### src/rtl/control_unit.sv
// Multi-cycle RV32I subset control FSM (lw, sw, R-type add/sub/and/or, addi, beq).
// Build option: define CONTROL_UNIT_TRAP_EN so that unsupported instructions latch into TRAP instead of running as a NOP.
module control_unit (
  input  logic       clk,
  input  logic       reset_n,
  input  logic [6:0] opcode,
  input  logic [2:0] funct3,
  input  logic       funct7_5,
  input  logic       zero,
  output logic       PCWrite,
  output logic       IorD,
  output logic       MemRead,
  output logic       MemWrite,
  output logic       IRWrite,
  output logic       MemtoReg,
  output logic       ALUSrcA,
  output logic       PCSource,
  output logic       RegWrite,
  output logic [1:0] ALUSrcB,
  output logic [3:0] ALUCtrl,
  output logic [3:0] state,
  output logic       retire,
  output logic       illegal
);

  localparam logic [3:0] S_FETCH  = 4'd0;
  localparam logic [3:0] S_DECODE = 4'd1;
  localparam logic [3:0] S_MEMADR = 4'd2;
  localparam logic [3:0] S_MEMRD  = 4'd3;
  localparam logic [3:0] S_MEMWB  = 4'd4;
  localparam logic [3:0] S_MEMWR  = 4'd5;
  localparam logic [3:0] S_EXEC   = 4'd6;
  localparam logic [3:0] S_ALUWB  = 4'd7;
  localparam logic [3:0] S_EXECI  = 4'd8;
  localparam logic [3:0] S_BRANCH = 4'd9;
  localparam logic [3:0] S_BRNT   = 4'd10;
`ifdef CONTROL_UNIT_TRAP_EN
  localparam logic [3:0] S_TRAP   = 4'd11;
  localparam logic [3:0] S_UNSUP  = S_TRAP;
`else
  localparam logic [3:0] S_UNSUP  = S_BRNT;
`endif

  localparam logic [6:0] OP_LOAD   = 7'b0000011;
  localparam logic [6:0] OP_STORE  = 7'b0100011;
  localparam logic [6:0] OP_RTYPE  = 7'b0110011;
  localparam logic [6:0] OP_ITYPE  = 7'b0010011;
  localparam logic [6:0] OP_BRANCH = 7'b1100011;

  localparam logic [3:0] ALU_AND = 4'b0000;
  localparam logic [3:0] ALU_OR  = 4'b0001;
  localparam logic [3:0] ALU_ADD = 4'b0010;
  localparam logic [3:0] ALU_SUB = 4'b0110;

  logic [3:0] state_q;
  logic [3:0] state_d;
  logic       is_store_q;
  logic [3:0] alu_sel_q;

  logic [3:0] dec_next;
  logic [3:0] dec_alu;

  logic       pc_write_raw;
  logic       mem_write_raw;
  logic       reg_write_raw;
  logic       ir_write_raw;
  logic       retire_raw;

  // Dispatch decision: only meaningful while in DECODE.
  always_comb begin
    dec_next = S_UNSUP;
    dec_alu  = ALU_ADD;
    case (opcode)
      OP_LOAD,
      OP_STORE:  dec_next = S_MEMADR;
      OP_RTYPE: begin
        case (funct3)
          3'b000: begin
            dec_next = S_EXEC;
            dec_alu  = funct7_5 ? ALU_SUB : ALU_ADD;
          end
          3'b111: begin
            dec_next = S_EXEC;
            dec_alu  = ALU_AND;
          end
          3'b110: begin
            dec_next = S_EXEC;
            dec_alu  = ALU_OR;
          end
          default: dec_next = S_UNSUP;
        endcase
      end
      OP_ITYPE:  dec_next = (funct3 == 3'b000) ? S_EXECI : S_UNSUP;
      OP_BRANCH: dec_next = (funct3 == 3'b000) ? S_BRANCH : S_UNSUP;
      default:   dec_next = S_UNSUP;
    endcase
  end

  always_comb begin
    state_d = S_FETCH;
    case (state_q)
      S_FETCH:  state_d = S_DECODE;
      S_DECODE: state_d = dec_next;
      S_MEMADR: state_d = is_store_q ? S_MEMWR : S_MEMRD;
      S_MEMRD:  state_d = S_MEMWB;
      S_MEMWB:  state_d = S_FETCH;
      S_MEMWR:  state_d = S_FETCH;
      S_EXEC:   state_d = S_ALUWB;
      S_ALUWB:  state_d = S_FETCH;
      S_EXECI:  state_d = S_ALUWB;
      S_BRANCH: state_d = zero ? S_FETCH : S_BRNT;
      S_BRNT:   state_d = S_FETCH;
`ifdef CONTROL_UNIT_TRAP_EN
      S_TRAP:   state_d = S_TRAP;
`endif
      default:  state_d = S_FETCH;
    endcase
  end

  always_ff @(posedge clk or negedge reset_n) begin
    if (!reset_n) begin
      state_q <= S_FETCH;
    end else begin
      state_q <= state_d;
    end
  end

  // Instruction fields are only trusted in DECODE, so the parts needed later are held here.
  always_ff @(posedge clk or negedge reset_n) begin
    if (!reset_n) begin
      is_store_q <= 1'b0;
      alu_sel_q  <= ALU_ADD;
    end else if (state_q == S_DECODE) begin
      is_store_q <= (opcode == OP_STORE);
      alu_sel_q  <= dec_alu;
    end
  end

  always_comb begin
    pc_write_raw  = 1'b0;
    IorD          = 1'b0;
    MemRead       = 1'b0;
    mem_write_raw = 1'b0;
    ir_write_raw  = 1'b0;
    MemtoReg      = 1'b0;
    ALUSrcA       = 1'b0;
    PCSource      = 1'b0;
    reg_write_raw = 1'b0;
    ALUSrcB       = 2'b00;
    ALUCtrl       = ALU_ADD;
    retire_raw    = 1'b0;
    case (state_q)
      S_FETCH: begin
        MemRead      = 1'b1;
        ir_write_raw = 1'b1;
      end
      S_DECODE: begin
        ALUSrcB = 2'b10;
      end
      S_MEMADR: begin
        ALUSrcA = 1'b1;
        ALUSrcB = 2'b10;
      end
      S_MEMRD: begin
        MemRead      = 1'b1;
        IorD         = 1'b1;
        ALUSrcB      = 2'b01;
        pc_write_raw = 1'b1;
      end
      S_MEMWB: begin
        reg_write_raw = 1'b1;
        MemtoReg      = 1'b1;
        retire_raw    = 1'b1;
      end
      S_MEMWR: begin
        mem_write_raw = 1'b1;
        IorD          = 1'b1;
        ALUSrcB       = 2'b01;
        pc_write_raw  = 1'b1;
        retire_raw    = 1'b1;
      end
      S_EXEC: begin
        ALUSrcA = 1'b1;
        ALUCtrl = alu_sel_q;
      end
      S_ALUWB: begin
        reg_write_raw = 1'b1;
        ALUSrcB       = 2'b01;
        pc_write_raw  = 1'b1;
        retire_raw    = 1'b1;
      end
      S_EXECI: begin
        ALUSrcA = 1'b1;
        ALUSrcB = 2'b10;
      end
      S_BRANCH: begin
        // Taken branch writes the target held in ALUOut and completes here.
        ALUSrcA      = 1'b1;
        ALUCtrl      = ALU_SUB;
        PCSource     = 1'b1;
        pc_write_raw = zero;
        retire_raw   = zero;
      end
      S_BRNT: begin
        ALUSrcB      = 2'b01;
        pc_write_raw = 1'b1;
        retire_raw   = 1'b1;
      end
      default: begin
        ALUCtrl = 4'b0000;
      end
    endcase
  end

  // Write strobes are suppressed for the whole time reset is held.
  assign PCWrite  = pc_write_raw & reset_n;
  assign MemWrite = mem_write_raw & reset_n;
  assign RegWrite = reg_write_raw & reset_n;
  assign IRWrite  = ir_write_raw & reset_n;
  assign retire   = retire_raw & reset_n;
  assign state    = state_q;

`ifdef CONTROL_UNIT_TRAP_EN
  assign illegal = (state_q == S_TRAP);
`else
  assign illegal = 1'b0;
`endif

endmodule
### config.mk
export PLATFORM = sky130hd
export DESIGN_NAME = control_unit
export DESIGN_NICKNAME = d
export VERILOG_FILES = /design/src/rtl/control_unit.sv
export SDC_FILE = /design/constraint.sdc
export NUM_CORES = 1
export LEC_CHECK = 0
export ABC_AREA = 1
export BUFFER_PORTS_ARGS = -buffer_cell sky130_fd_sc_hd__buf_2
export CAP_MARGIN = 10
export CORE_MARGIN = 8
export CORE_UTILIZATION = 45
export DETAILED_ROUTE_END_ITERATION = 8
export PLACE_DENSITY_LB_ADDON = 0.15
export SLEW_MARGIN = 20
export SYNTH_ARGS = -nofsm -noshare
export SYNTH_HDL_FRONTEND = slang
export SYNTH_SLANG_ARGS = --single-unit
### constraint.sdc
create_clock -name clk -period 2.9 [get_ports clk]
set_input_delay 0.29 -clock clk [delete_from_list [all_inputs] [get_ports clk]]
set_output_delay 0.29 -clock clk [all_outputs]
set_load 0.02 [all_outputs]
* Yosys cells after proc, flatten, opt, wreduce, memory -nomap -nowiden
Index checks and enable logic that the tools add are counted.
Word-level totals: register bits 9, bits in latches 0, memory bits (writable) 0, ROM bits 0, output and inout bits 21, logic and storage cells 60, memories 0
Operators by class: add/sub/neg operators 0, multipliers 0, div/mod/pow operators 0, order comparisons 0, eq/ne operators 17, shift operators 0, multiplexer cells 22, bitwise operators 5, reductions and logical operators 13
Operators with widths (count):
- $pmux W4 S6 | 1
- $eq A4 B3 Y1 const B | 4
- $pmux W4 S4 | 1
- $eq A7 B6 Y1 const B | 2
- $eq A4 B4 Y1 const B | 3
- $mux W4 | 3
- $pmux W4 S3 | 1
- $reduce_or A4 Y1 | 3
- $reduce_or A2 Y1 | 5
- $pmux W3 S3 | 1
- $reduce_or A9 Y1 | 1
- $eq A4 B2 Y1 const B | 2
- $mux W1 | 8
- $eq A7 B2 Y1 const B | 1
- $eq A7 B5 Y1 const B | 1
- $eq A7 B7 Y1 const B | 1
- $eq A3 B3 Y1 const B | 2
- $mux W3 | 2
- $reduce_or A3 Y1 | 2
- $and A1 B1 Y1 | 5
- $eq A4 B1 Y1 const B | 1
- $logic_not A4 Y1 | 1
- $mux W2 | 2
- $pmux W1 S2 | 2
- other kinds (2) | 2

* Logic depth before layout (Yosys ltp)
word-level depth 5, depth in mapped cells 7, depth with buffers taken out 7

* Worst setup path before layout
OpenSTA, ideal clock, no wires.
kind register to output, from reg state_q[0] (netlist: state[0]), to out MemtoReg, arrival time 1343 ps, required time 2610 ps, slack 1267 ps, cell stages (with the launch flop) 3, path buffers 1, path through dfrtp_1 -> buf_2 -> nor4_1
On the way: word-level cells in the longest chain between the ends 2
Ends and longest elaborated chain:
- from (decl) | line 55 | logic [3:0] state_q;
- from (signal assigned) | line 124 | state_q <= state_d;
- $eq A4 B3 Y1 | line 152 | case (state_q)
- $mux W1 | line 152
- to (decl) | line 15 | output logic MemtoReg,
No other way between the ends.

* Worst setup path in the final report
from reg state_q[3] (netlist: state[3]), to out ALUSrcB[1]
On the way: word-level cells in the longest chain between the ends 3, elaborated cells between the ends (all ways) 10, those cells by class 7 x eq/ne; 1 x mux; 2 x reduce/logical
Ends and longest elaborated chain:
- $eq A4 B4 Y1 (tied with other cells) | line 152
- $reduce_or A4 Y1 (no source line) or $reduce_or A3 Y1 (tied branches)
- $pmux W2 S2 * | line 152
- to (decl) | line 19 | output logic [1:0] ALUSrcB,
Every way passes the cells marked *; elsewhere a longest branch is shown, timed or not.

==> summary.txt <==
GRT
  – Largest net degree at the start of global routing: 12
  – First-pass GRT wire length: 3670 µm
  – Initial antenna violation count: 0
  – GRT Overall Usage: 13.69%
  – GRT Residual Overflow: 0
  – Met2 GRT Util: 22.35%
  – M3 GR Usage: 4.270%
  – Gr busiest metal: met2
  – Met1 Use GR: 15.48%
  – Vias in the first global route: 867

Route
  – DRC violations left: 0
  – Initial DRC Count: 11
  – Drt first pass iters: 4
  – Final WL: 1976 µm
  – DRT antenna net count: 0
  – DR WL/cell: 11.42 µm
  – Via count: 852
  – Vias per cell: 4.925

Floorplanning
  – I/O Pins: 35
  – FP Rows: 14
  – Total die area: 3181 µm²
  – Die height: 56.40 µm
  – Initial Utilization: 48.19%
  – Total core area: 1524 µm²
  – Die width: 56.40 µm

Clock network
  – Clk slew on worst S/H paths: 0.06 ns
  – Setup Buffers After CTS: 0
  – Clock latency on the worst-skew pair: 0.26 ns
  – Bufs on Longest Clock Path: 2
  – CTS root buf: clkbuf_4
  – CTS tree: built
  – CTS Buf Count: 3
  – Resize count post-CTS: 0
  – H-Tree Depth: 1
  – Clock sink count: 8

Synth
  – Number of synthesized flops with an enable pin: 0
  – Post-synth top area cell: dfrtp_1
  – Cells after Synth: 123
  – Netlist cell types: 25
  – Top cell type's share of synthesized area: 23.85%
  – Most frequent cell after synthesis: nand2_1
  – Synthesized area per cell: 5.971 µm²
  – Register area share after synthesis: 27.43%
  – FFs w/ async S/R, synth: 100.0%
  – Register bit total from synthesis: 8
  – Area contributors post-synth: dfrtp_1 (24%), nand2_1 (18%), inv_1 (9.2%), nor2_1 (9.2%), nand3_1 (7.5%)
  – Synth Cell Area: 734.5 µm²
  – Synth top cells by count: nand2_1 (36), inv_1 (18), nor2_1 (18), nand3_1 (11), dfrtp_1 (7)
  – Synth warnings: 0
  – Top FF cell, synth: dfrtp_1

STA
  – Final setup violation count: 0
  – Fin. max-slew vios: 0
  – Setup TNS: 0 ns
  – Layout Skew: 0.005050 ns
  – Tmin final: 1.862 ns
  – Final Hold Viols: 0
  – Max frequency: 537.1 MHz
  – Worst setup margin: 1.038 ns
  – Tcrit/Tclk final: 64.21%
  – RSZ-0062 raised after global routing: no

Setup path
  – Worst path required time: 2.61 ns
  – Worst setup SP type: register
  – Max stage delay cell, worst path: dfrtp_1
  – Critical path endpoint category: output port
  – CP max FO: 11
  – Slowest stage delay, CP: 0.47 ns
  – Largest delay share family, worst path: simple AND/OR/NAND/NOR gates
  – Arrival time worst endpoint: 1.57 ns
  – CP bufs+invs: 3
  – Cell Chain, Critical Path: nor2_4, inv_2, nor2_4, inv_1, nand3b_1, buf_2
  – CP most frequent cell: nor2_4
  – Worst Path Class, Setup: register to output port

Placement
  – Routability cong.: 0.8280
  – Area post-placement: 887.1 µm²
  – Port Buffers: 32
  – Post-DP HPWL: 1680 µm
  – Pre-CTS setup slack: 1.304 ns
  – Placed insts: 168

Power and ir drop
  – PD cells: 920.2 nW/µm²
  – Pleak: 0.5802 nW
  – Worst vdd ir: 0.3702 mV

Job
  – Max Cap Viol: 0

Worst hold path
  – Worst hold-check path type: input pin to register

Finish
  – Post-route cell area: 923.4 µm²
  – Core Util, Final: 60.59%
  – Post-Layout Cell Count: 173
  – Syn-to-layout area delta: 25.72%
  – Fill cell count: 153
  – NumNets Final: 172
  – Diode count: 0
  – Fraction of layout cells with a size suffix above 1: 31.21%

Status
  – Status: complete, no violations
cells by family (layout without fill, tap and decap cells):
group	Yosys count	after routing	share of synthesized area (%)
compound gates	7	7	5.450
buf+inv	25	58	14.99
simple gates	82	82	51.62
other cells	1	2	0.5106
flops	8	8	27.43
path summary, 6_finish.rpt:
kind	startpoint	endpoint	slack (ns)	cells past startpoint
max in group asynchronous	reset_n	alu_sel_q[1]	2.24	2
min	funct7_5	alu_sel_q[2]	0.30	3
max	state[3]	ALUSrcB[1]	1.04	6
max reg2reg	state[3]	alu_sel_q[2]	1.59	6
min reg2reg	alu_sel_q[1]	alu_sel_q[1]	0.47	2
min in group asynchronous	reset_n	state[0]	0.41	2
power by group:
part | switching (mW) | internal, mW
clock | 0.0417 | 0.0529
sequential | 0.0550 | 0.149
combinational | 0.374 | 0.177
cell usage in the layout, fill, tap and decap left out:
cell / synthesis / routed
inv_2: 3 / 3
nand3b_1: 2 / 2
inv_1: 18 / 18
nor3b_1: 1 / 1
nand3_2: 1 / 1
a21oi_1: 3 / 3
dfstp_2: 1 / 1
buf_2: 1 / 32
nor4_1: 1 / 1
clkbuf_4: 0 / 3
nor2_1: 18 / 18
nand4_1: 1 / 1
conb_1: 1 / 2
nand2_2: 3 / 3
o211ai_1: 1 / 1
nor2_4: 2 / 2
nor3_1: 2 / 2
nor2_2: 4 / 4
clkbuf_1: 0 / 1
dfrtp_1: 7 / 7
o21ai_1: 1 / 1
nand2_1: 36 / 36
o31ai_1: 1 / 1
dlygate4sd3_1: 0 / 1
nand3_1: 11 / 11
o21ai_0: 1 / 1
worst min-delay path, stage by stage:
cell and delay, ns:
buf_2 0.08, nand4_1 0.09, nand2_1 0.07
stage by stage:
step	hold WS, ns	power [mW]
4_1_cts	0.2922	0.8585
5_1_grt	0.2987	0.9351
3_3_place_gp	0.1504	0.7514
3_5_place_dp	0.1514	0.7614
6_report	0.2964	0.8497
2_1_floorplan	-0.005591	0.6127
timing repair:
item | 4_1_cts | 5_1_grt
setup endpoints to repair | 0 | 0
hold endpoints to repair | 7 | 0
hold buffers | 1 | 0
metal layers:
layer  vias up  part of all wire [%]  wire (µm)
li1        447                     -          -
met1       370                    43        842
met2        30                    48        946
met3         5                   6.9        137
met4         0                   2.5         49
met5         -                     0          0
layout make-up:
cell class	instances	area, µm²	share of cell area (%)
multi-input cells	91	426.7	46.21
repair buffers	33	170.2	18.43
well taps	16	20.02	2.168
flip-flops and latches	8	201.4	21.82
clock buffers	4	26.28	2.846
inverters	21	78.83	8.537
state kept, by name, summed over array words and instances (netlist names):
register and count:
state 4, is_store_q 1, alu_sel_q 3
Power figures use the tool's default switching activity.
